[config.mk]
export PLATFORM = sky130hd
export DESIGN_NAME = slave_port_flat
export DESIGN_NICKNAME = d
export VERILOG_FILES = /design/src/rtl/bus_pkg.sv /design/src/rtl/slave_port_if.sv /design/src/rtl/slave_port.sv /design/src/flat_wrapper.sv
export SDC_FILE = /design/constraint.sdc
export NUM_CORES = 1
export LEC_CHECK = 0
export CAP_MARGIN = 5
export CORE_MARGIN = 2
export CORE_UTILIZATION = 54
export DETAILED_ROUTE_END_ITERATION = 8
export PLACE_DENSITY = 0.85
export SKIP_LAST_GASP = 1
export SYNTH_ARGS = -nofsm -noshare
export SYNTH_HDL_FRONTEND = slang
export SYNTH_SLANG_ARGS = --single-unit
[constraint.sdc]
create_clock -name clk -period 3 [get_ports clk]
set_input_delay 0.3 -clock clk [delete_from_list [all_inputs] [get_ports clk]]
set_output_delay 0.3 -clock clk [all_outputs]
set_load 0.01 [all_outputs]
[src/rtl/bus_pkg.sv]
// Shared definitions for the serial system bus: field widths and the slave endpoint state encoding.
package bus_pkg;

    localparam int BUS_ADDR_W = 16;
    localparam int BUS_DEV_W  = 6;
    localparam int BUS_DATA_W = 8;

    typedef enum logic [2:0] {
        S_IDLE    = 3'd0,
        S_RX_DEV  = 3'd1,
        S_RX_ADDR = 3'd2,
        S_RX_DATA = 3'd3,
        S_MEM_WR  = 3'd4,
        S_RD_REQ  = 3'd5,
        S_RD_WAIT = 3'd6,
        S_TX_DATA = 3'd7
    } slave_state_e;

endpackage

[src/rtl/slave_port_if.sv]
// Serial bus signals between a master port and a slave port.
interface slave_port_if;

    logic mode;
    logic wr_bus;
    logic master_valid;
    logic slave_ready;
    logic ack;
    logic rd_bus;
    logic slave_valid;
    logic master_ready;
    logic split;

    modport master (
        output mode, wr_bus, master_valid, master_ready,
        input  slave_ready, ack, rd_bus, slave_valid, split
    );

    modport slave (
        input  mode, wr_bus, master_valid, master_ready,
        output slave_ready, ack, rd_bus, slave_valid, split
    );

endinterface

[src/rtl/slave_port.sv]
// Serial bus slave endpoint: deserialises address/data, does one byte access on local memory,
// serialises read data back. Define SLAVE_SPLIT_EN to raise split while a memory read is pending.
//
// state     | meaning
// ----------+------------------------------------------------------------
// S_IDLE    | waiting for address bit 15, latches direction
// S_RX_DEV  | receiving address bits 14..10, device compare on bit 10
// S_RX_ADDR | receiving local address bits 9..0
// S_RX_DATA | receiving 8 write-data bits
// S_MEM_WR  | one-cycle memory write strobe
// S_RD_REQ  | one-cycle memory read strobe
// S_RD_WAIT | waiting for memory read data
// S_TX_DATA | shifting read byte out, MSB first
module slave_port
    import bus_pkg::*;
#(
    parameter logic [BUS_DEV_W-1:0] DEV_ID   = 6'd0,
    parameter int                   LOCAL_AW = 10
) (
    input  logic                  clk,
    input  logic                  rstn,
    slave_port_if.slave           bus,
    output logic [LOCAL_AW-1:0]   mem_addr,
    output logic [BUS_DATA_W-1:0] mem_wr_data,
    output logic                  mem_wr_en,
    output logic                  mem_rd_en,
    input  logic [BUS_DATA_W-1:0] mem_rd_data,
    input  logic                  mem_rd_valid
);

    slave_state_e          state, state_d;
    logic [3:0]            cnt, cnt_d;
    logic [LOCAL_AW-1:0]   addr_q, addr_d;
    logic [BUS_DATA_W-1:0] wdata_q, wdata_d;
    logic [BUS_DATA_W-1:0] tx_q, tx_d;
    logic                  mode_q, mode_d;
    logic                  dev_hit;

    // Device bits are still in the low end of the address shifter when bit 10 arrives.
    assign dev_hit = ({addr_q[BUS_DEV_W-2:0], bus.wr_bus} == DEV_ID);

    always_ff @(posedge clk) begin
        if (!rstn) begin
            state   <= S_IDLE;
            cnt     <= '0;
            addr_q  <= '0;
            wdata_q <= '0;
            tx_q    <= '0;
            mode_q  <= 1'b0;
        end else begin
            state   <= state_d;
            cnt     <= cnt_d;
            addr_q  <= addr_d;
            wdata_q <= wdata_d;
            tx_q    <= tx_d;
            mode_q  <= mode_d;
        end
    end

    always_comb begin
        state_d = state;
        cnt_d   = cnt;
        addr_d  = addr_q;
        wdata_d = wdata_q;
        tx_d    = tx_q;
        mode_d  = mode_q;
        bus.ack = 1'b0;
        unique case (state)
            S_IDLE: begin
                if (bus.master_valid) begin
                    addr_d  = {addr_q[LOCAL_AW-2:0], bus.wr_bus};
                    mode_d  = bus.mode;
                    cnt_d   = 4'd1;
                    state_d = S_RX_DEV;
                end
            end
            S_RX_DEV: begin
                if (!bus.master_valid) begin
                    cnt_d   = '0;
                    state_d = S_IDLE;
                end else begin
                    addr_d = {addr_q[LOCAL_AW-2:0], bus.wr_bus};
                    cnt_d  = cnt + 4'd1;
                    if (cnt == 4'd5) begin
                        bus.ack = dev_hit;
                        if (dev_hit) begin
                            state_d = S_RX_ADDR;
                        end else begin
                            cnt_d   = '0;
                            state_d = S_IDLE;
                        end
                    end
                end
            end
            S_RX_ADDR: begin
                if (!bus.master_valid) begin
                    cnt_d   = '0;
                    state_d = S_IDLE;
                end else begin
                    // count wraps 15 -> 0 here, ready for the data phase
                    addr_d = {addr_q[LOCAL_AW-2:0], bus.wr_bus};
                    cnt_d  = cnt + 4'd1;
                    if (cnt == 4'd15) state_d = mode_q ? S_RX_DATA : S_RD_REQ;
                end
            end
            S_RX_DATA: begin
                if (!bus.master_valid) begin
                    cnt_d   = '0;
                    state_d = S_IDLE;
                end else begin
                    wdata_d = {wdata_q[BUS_DATA_W-2:0], bus.wr_bus};
                    cnt_d   = cnt + 4'd1;
                    if (cnt == 4'd7) state_d = S_MEM_WR;
                end
            end
            S_MEM_WR: begin
                cnt_d   = '0;
                state_d = S_IDLE;
            end
            S_RD_REQ, S_RD_WAIT: begin
                if (mem_rd_valid) begin
                    tx_d    = mem_rd_data;
                    cnt_d   = '0;
                    state_d = S_TX_DATA;
                end else begin
                    state_d = S_RD_WAIT;
                end
            end
            S_TX_DATA: begin
                if (bus.master_ready) begin
                    tx_d  = {tx_q[BUS_DATA_W-2:0], 1'b0};
                    cnt_d = cnt + 4'd1;
                    if (cnt == 4'd7) begin
                        cnt_d   = '0;
                        state_d = S_IDLE;
                    end
                end
            end
            default: begin
                cnt_d   = '0;
                state_d = S_IDLE;
            end
        endcase
    end

    assign bus.slave_ready = (state == S_IDLE) || (state == S_RX_DEV) ||
                             (state == S_RX_ADDR) || (state == S_RX_DATA);
    assign bus.slave_valid = (state == S_TX_DATA);
    assign bus.rd_bus      = (state == S_TX_DATA) && tx_q[BUS_DATA_W-1];
    assign mem_wr_en       = (state == S_MEM_WR);
    assign mem_rd_en       = (state == S_RD_REQ);
    assign mem_addr        = addr_q;
    assign mem_wr_data     = wdata_q;

`ifdef SLAVE_SPLIT_EN
    assign bus.split = (state == S_RD_REQ) || (state == S_RD_WAIT);
`else
    assign bus.split = 1'b0;
`endif

endmodule

[src/flat_wrapper.sv]
// flat-port wrapper written by rule: the top's interface ports become plain ports
module slave_port_flat import bus_pkg::*;
#(
    parameter logic [BUS_DEV_W-1:0] DEV_ID   = 6'd0,
    parameter int                   LOCAL_AW = 10
)
  (clk, rstn, mem_addr, mem_wr_data, mem_wr_en, mem_rd_en, mem_rd_data, mem_rd_valid, bus_mode, bus_wr_bus, bus_master_valid, bus_master_ready, bus_slave_ready, bus_ack, bus_rd_bus, bus_slave_valid, bus_split);
  slave_port_if bus_i ();
  input  logic clk;
  input  logic rstn;
  output logic [LOCAL_AW-1:0] mem_addr;
  output logic [BUS_DATA_W-1:0] mem_wr_data;
  output logic mem_wr_en;
  output logic mem_rd_en;
  input  logic [BUS_DATA_W-1:0] mem_rd_data;
  input  logic mem_rd_valid;
  input wire logic [$bits(bus_i.mode)-1:0] bus_mode;
  input wire logic [$bits(bus_i.wr_bus)-1:0] bus_wr_bus;
  input wire logic [$bits(bus_i.master_valid)-1:0] bus_master_valid;
  input wire logic [$bits(bus_i.master_ready)-1:0] bus_master_ready;
  output wire logic [$bits(bus_i.slave_ready)-1:0] bus_slave_ready;
  output wire logic [$bits(bus_i.ack)-1:0] bus_ack;
  output wire logic [$bits(bus_i.rd_bus)-1:0] bus_rd_bus;
  output wire logic [$bits(bus_i.slave_valid)-1:0] bus_slave_valid;
  output wire logic [$bits(bus_i.split)-1:0] bus_split;
  assign bus_i.mode = bus_mode;
  assign bus_i.wr_bus = bus_wr_bus;
  assign bus_i.master_valid = bus_master_valid;
  assign bus_i.master_ready = bus_master_ready;
  assign bus_slave_ready = bus_i.slave_ready;
  assign bus_ack = bus_i.ack;
  assign bus_rd_bus = bus_i.rd_bus;
  assign bus_slave_valid = bus_i.slave_valid;
  assign bus_split = bus_i.split;
  slave_port #(.DEV_ID(DEV_ID), .LOCAL_AW(LOCAL_AW)) u_core (.clk(clk), .rstn(rstn), .bus(bus_i), .mem_addr(mem_addr), .mem_wr_data(mem_wr_data), .mem_wr_en(mem_wr_en), .mem_rd_en(mem_rd_en), .mem_rd_data(mem_rd_data), .mem_rd_valid(mem_rd_valid));
endmodule
==> implementation parameters, run 1 <==
Parameter                              Value

Run status
  Status    finished clean

Timing
  Maximum operating frequency    0.388 GHz
  Slew at the pin with the worst max-slew slack    around 0.74 ns
  Final Critical Period    2.58 ns
  Number of max-slew violations in the final report    0
  Count of endpoints failing setup in the final report    0
  Final cycle utilization of the critical path    85.9%
  Endpoints failing hold    0
  RSZ-0062 raised after global routing    false
  Summed negative setup slack over all endpoints    0 ns
  Setup clock skew after layout    0.00970 ns
  Relative slew margins    between 50% and 60%
  Setup slack after layout    0.422 ns

Critical path
  Critical-path cell with the highest stage delay    dfxtp_1
  Top fanout value on the critical path    19
  Chain of cells forming the critical path    nand3_4, clkinv_1, and2_1, clkdlybuf4s50_1
  Worst r2r src    u_core.state[1]$_SDFFE_PN0P_
  Buffers plus inverters on the worst setup path    2
  Category of the worst setup path capture point    output pin
  Critical path launch point type    flop
  Required time at the endpoint of the critical path    2.70 ns
  Path depth of the worst reg2reg path    5
  Startpoint-to-endpoint class of the critical path    reg2out
  Gate family responsible for the most delay along the worst path    flip-flops
  Arrival time at the worst endpoint    2.28 ns
  Endpoint of the worst-slack reg-to-reg timing path    u_core.tx_q[3]$_SDFFE_PN0P_
  R2R Setup Slk    0.82 ns
  Largest incremental delay on the critical path    0.81 ns

Global routing
  All-layer global routing usage    21.8%
  Met1 Usage GRT    between 20% and 30%
  Met2 layer usage reported by global route    35.9%
  Global Route met3 Usage    6.09%
  Grt peak-use layer    met2
  Largest net degree at the start of global routing    20
  First-pass GRT wire length    6.09 mm
  GRT Residual Overflow    0
  Number of antenna violations at the first check in global routing    0
  Via count of the first global-routing pass    approximately 1,400

Finish
  Highest-count cells in the layout ignoring fill and taps    nand2_1, clkdlybuf4s50_1, dfxtp_1
  Number of standard cells in the final layout excluding fillers    300
  Most common cell after layout, fill and taps aside    nand2_1
  Fraction of layout cells with a size suffix above 1    between 10% and 20%
  # fillers    roughly 270
  Layout Nets    roughly 270
  Number of diodes    0
  Area grow syn2layout    24.4%
  Share of the core filled with cells in the final layout    a little under three quarters

Die
  Floorplan row count    20
  Chip width    61.7 um
  Die Ht    a little over 60 um
  Starting density of the core    a little under 60%
  Number of ports placed on the die boundary    40
  Area of the die    3800 um2
  Floorplan Core Area    3100 um2

Clocking
  Clock tree buffer depth    2
  Source-to-sink clock delay at the later pin of the worst-skew pair    around 0.33 ns
  Hold-fix buffers at CTS    0
  Clock buffers created by TritonCTS    5
  Max H-tree Level    2
  Clk pin slew, worst setup/hold paths    roughly 0.11 ns
  Clock Tree Root    clkbuf_4
  Resized Gates After CTS    0
  TritonCTS clock tree    built
  Post-CTS setup buffers    0
  TritonCTS Sinks    34

Drt
  Wire per inst    13.1 um
  Initial DRC Count    101
  Count of vias placed by the detailed router    1,627
  Ratio of routed vias to standard cells    approximately 5.4
  Antenna-violating nets left    0
  Pre-antenna DRT Iters    5
  Routed Wire Length    3.94 mm
  Number of remaining DRC errors    0

Synthesis
  Flops & latches, synth    34
  Post-Syn Nets    236
  Synth Warn #    0
  Post-synthesis instance area    around 1800 um2
  Average footprint of a synthesized cell    8.20 um2
  Commonest register cell after synthesis    dfxtp_1
  Share of flip-flops with an asynchronous set or reset    0%
  Distinct cell type count after synthesis    57
  Number of enable-type register cells in the synthesized netlist    0
  Sequential fraction of the synthesis area    37.9%
  Cell count after synthesis    219

Pwr
  Combinational Power Share    37.5%
  Clock network fraction of total power    19.3%
  Power density relative to cell area    622 nW/um2
  Total power draw    0.00139 W
  Switching power total    0.000544 W
  Register share of total power    43.3%
  Worst VDD drop    0.567 mV
  Leakage    0.778 nW
  Internal power    0.000846 W
  Switching power share of the total    between 30% and 40%

Worst hold path
  Worst Hold Path EP    u_core.mem_wr_data[7]$_SDFFE_PN0P_
  Hold Path Class    reg2reg
  Cells on Worst Hold Path    2
  HP Start    u_core.mem_wr_data[7]$_SDFFE_PN0P_

Placed design
  Placed Instances    292
  Detail Placement HPWL    2.81 mm
  Input/output buffers    38
  Post-Place Worst Slack    about 0.6 ns
  Final estimated routing congestion in global placement    0.848

Job
  Max Cap Viol    0
==> synthesized netlist by cell type, types with 3 or more instances <==
| cell type | n | area share (%) |
|---|---|---|
| clkbuf_1 | 4 | 0.84 |
| nand3_1 | 6 | 1.7 |
| nor2_1 | 14 | 2.9 |
| a21oi_1 | 24 | 6.7 |
| inv_1 | 4 | 0.84 |
| nand2_1 | 62 | 13 |
| a311oi_2 | 6 | 5.0 |
| nand2b_1 | 3 | 1.0 |
| buf_4 | 3 | 1.3 |
| dfxtp_1 | 34 | 38 |
| buf_6 | 3 | 1.9 |
==> sequential cells by signal (all words and copies together) (netlist names) <==
name	cells
u_core.mem_wr_data	8
u_core.cnt	4
u_core.tx_q	8
u_core.mode_q	1
u_core.mem_addr	10
u_core.state	3
==> layer usage <==
layer	share of wire, %	wire length, um
met1	46	1820
met2	49	1920
met3	4.1	162
met4	1.0	41
met5	0	0
==> kinds of logic after synthesis <==
kind of cell,after synthesis,share of synthesized area [%]
adders and majority gates,2,1.39
other,1,0.209
muxes,1,0.836
and+or+nand+nor,107,29.6
DFF,34,37.9
AOI/OAI and AO/OA,57,24.5
buffers and inverters,17,5.50
==> how the worst max path moves through the flow <==
stage	start	to	slack, ns	cells past startpoint
3_3_place_gp	bus_wr_bus	bus_ack	0.60	5
6_report	u_core.state[1]$_SDFFE_PN0P_	bus_rd_bus	0.42	4
5_1_grt	u_core.state[1]$_SDFFE_PN0P_	bus_rd_bus	0.26	4
3_5_place_dp	bus_wr_bus	bus_ack	0.59	5
2_1_floorplan	u_core.cnt[0]$_SDFFE_PN0P_	u_core.cnt[3]$_SDFFE_PN0P_	1.42	6
4_1_cts	u_core.state[1]$_SDFFE_PN0P_	bus_rd_bus	0.43	4
==> power by group through the flow <==
stage | Sequential (W) | Clock [W] | Combinational [W]
floorplan | 0.000542 | 0 | 0.000478
global placement | 0.000606 | 0 | 0.000510
detailed placement | 0.000609 | 0 | 0.000516
CTS | 0.000598 | 0.000273 | 0.000521
global route | 0.000609 | 0.000294 | 0.000577
finish | 0.000601 | 0.000268 | 0.000521
==> area by class of cell <==
cell class              instances  area [um2]  share of cell area, %
multi-input cells             168        1020                   45.5
flip-flops and latches         34         681                   30.5
repair buffers                 40         395                   17.7
well taps                      44        55.1                   2.46
clock buffers                   6        51.3                   2.30
inverters                       6        22.5                   1.01
clock inverters                 2        12.5                  0.560
==> worst register-to-register path, stage by stage, from the launching register on <==
cell and delay (ns):
dfxtp_1 0.81, mux2_4 0.31, a22oi_2 0.09, nor2_2 0.50, nor2_1 0.12, a311oi_2 0.27
==> through the flow <==
step / hold WS (ns) / area (um2)
finish: 0.464 / 2230
floorplan: 0.431 / 1800
detailed placement: 0.450 / 2170
CTS: 0.466 / 2230
global route: 0.485 / 2230
global placement: 0.445 / 2170
(Power assumes the default switching activity.)
==> run 2, diff against run 1 <==
--- a/config.mk
+++ b/config.mk
@@ -6,9 +6,12 @@
 export NUM_CORES = 1
 export LEC_CHECK = 0
 export CAP_MARGIN = 5
+export CORE_ASPECT_RATIO = 0.8
 export CORE_MARGIN = 2
 export CORE_UTILIZATION = 54
+export CTS_CLUSTER_SIZE = 24
 export DETAILED_ROUTE_END_ITERATION = 8
+export MAX_ROUTING_LAYER = met4
 export PLACE_DENSITY = 0.85
 export SKIP_LAST_GASP = 1
 export SYNTH_ARGS = -nofsm -noshare
==> implementation parameters, run 2 (same netlist as run 1, synthesis figures left out) <==
Parameter                              Value

Drt
  Count of vias placed by the detailed router    approximately 1,600
  Wire per inst    13.1 um
  Initial DRC Count    172
  Antenna-violating nets left    0
  Ratio of routed vias to standard cells    5.56
  Pre-antenna DRT Iters    4
  Routed Wire Length    a little under 4 mm
  Number of remaining DRC errors    0

Die
  Floorplan Core Area    3130 um2
  Floorplan row count    18
  Chip width    ~70 um
  Number of ports placed on the die boundary    40
  Die Ht    roughly 56 um
  Area of the die    3810 um2
  Starting density of the core    57.4%

Clocking
  Clk pin slew, worst setup/hold paths    0.06 ns
  Hold-fix buffers at CTS    0
  TritonCTS clock tree    built
  Clock Tree Root    clkbuf_8
  Post-CTS setup buffers    0
  Clock buffers created by TritonCTS    5
  TritonCTS Sinks    34
  Clock tree buffer depth    2
  Max H-tree Level    2
  Source-to-sink clock delay at the later pin of the worst-skew pair    0.28 ns
  Resized Gates After CTS    0

Global routing
  All-layer global routing usage    22.0%
  Grt peak-use layer    met2
  Via count of the first global-routing pass    1,419
  Met2 layer usage reported by global route    31.9%
  Met1 Usage GRT    approximately 30%
  GRT Residual Overflow    0
  First-pass GRT wire length    6.27 mm
  Number of antenna violations at the first check in global routing    0
  Global Route met3 Usage    6.07%
  Largest net degree at the start of global routing    28

Timing
  Endpoints failing hold    0
  Maximum operating frequency    0.405 GHz
  Slew at the pin with the worst max-slew slack    0.630 ns
  Setup clock skew after layout    0.00418 ns
  Relative slew margins    57.9%
  Setup slack after layout    0.533 ns
  Summed negative setup slack over all endpoints    0 ns
  Number of max-slew violations in the final report    0
  RSZ-0062 raised after global routing    false
  Final Critical Period    2.47 ns
  Final cycle utilization of the critical path    82.2%
  Count of endpoints failing setup in the final report    0

Worst hold path
  Hold Path Class    reg2reg
  Worst Hold Path EP    u_core.mem_wr_data[7]$_SDFFE_PN0P_
  HP Start    u_core.mem_wr_data[7]$_SDFFE_PN0P_
  Cells on Worst Hold Path    2

Finish
  Most common cell after layout, fill and taps aside    nand2_1
  Area grow syn2layout    25.2%
  Layout Nets    272
  Fraction of layout cells with a size suffix above 1    11.4%
  Flip-flop count of the largest register, all copies and words added    10
  Number of standard cells in the final layout excluding fillers    294
  Number of diodes    0
  Highest-count cells in the layout ignoring fill and taps    nand2_1, clkdlybuf4s50_1, dfxtp_1

Critical path
  Top fanout value on the critical path    19
  Startpoint-to-endpoint class of the critical path    reg2out
  Category of the worst setup path capture point    output pin
  Critical path launch point type    flop
  Path depth of the worst reg2reg path    6
  R2R Setup Slk    0.93 ns
  Endpoint of the worst-slack reg-to-reg timing path    u_core.tx_q[6]$_SDFFE_PN0P_
  Required time at the endpoint of the critical path    2.70 ns
  Worst r2r src    u_core.state[1]$_SDFFE_PN0P_
  Arrival time at the worst endpoint    2.17 ns

Placed design
  Post-Place Worst Slack    a little under 0.6 ns
  Placed Instances    288
  Final estimated routing congestion in global placement    between 0.8 and 0.9
  Input/output buffers    38
  Detail Placement HPWL    2.84 mm

Job
  Max Cap Viol    0

Run status
  Status    finished clean

Pwr
  Power density relative to cell area    643 nW/um2
  Worst VDD drop    around 0.47 mV
  Leakage    slightly below 0.8 nW
[run 2: cell types whose count changed in the layout (fill, tap and decap cells not counted), sizes merged]
cell | before | now
clkinv | 2 | 1
clkinvlp | 1 | 0
[run 2: cell type report]
cell class | count | area [um2]
timing repair buffer | 40 | 395
sequential | 34 | 681
inverter | 6 | 22.5
multi-input combinational | 168 | 1020
tap | 40 | 50.0
fill | 265 | 883
clock buffer | 6 | 82.6
[run 2: worst max path at each step]
stage / from / endpoint / slack (ns)
floorplan: u_core.cnt[0]$_SDFFE_PN0P_ / u_core.cnt[3]$_SDFFE_PN0P_ / 1.42
global placement: bus_wr_bus / bus_ack / 0.57
detailed placement: bus_wr_bus / bus_ack / 0.59
finish: u_core.state[0]$_SDFFE_PN0P_ / bus_ack / 0.53
global route: u_core.state[0]$_SDFFE_PN0P_ / bus_rd_bus / 0.34
CTS: u_core.state[0]$_SDFFE_PN0P_ / bus_rd_bus / 0.53
[run 2: per-layer routing]
layer / wire (um) / part of all wire (%)
met5: 0 / 0
met4: 45 / 1.2
met3: 199 / 5.2
met2: 1770 / 46
met1: 1840 / 48
[run 2: report_power, final]
part	total [W]	switching, W	leakage [nW]	internal (W)
sequential	0.000594	0.0000951	0.275	0.000499
combinational	0.000529	0.000296	0.469	0.000233
clock	0.000321	0.000144	0.0431	0.000177
[run 2: critical path, cell delays in order (launching register included)]
cell and delay (ns):
dfxtp_1 0.72, nand2b_1 0.19, nor4_1 0.37, clkdlybuf4s50_1 0.60
[run 2: per-stage QoR]
| stage | instance area, um2 | hold slack (ns) | power, W | utilization [%] |
|---|---|---|---|---|
| floorplan | 1800 | 0.431 | 0.00102 | - |
| global placement | 2160 | 0.445 | 0.00112 | 69.1 |
| detailed placement | 2160 | 0.451 | 0.00112 | 69.1 |
| CTS | 2250 | 0.459 | 0.00145 | 71.8 |
| global route | 2250 | 0.487 | 0.00153 | 71.8 |
| finish | 2250 | 0.459 | 0.00144 | 71.8 |
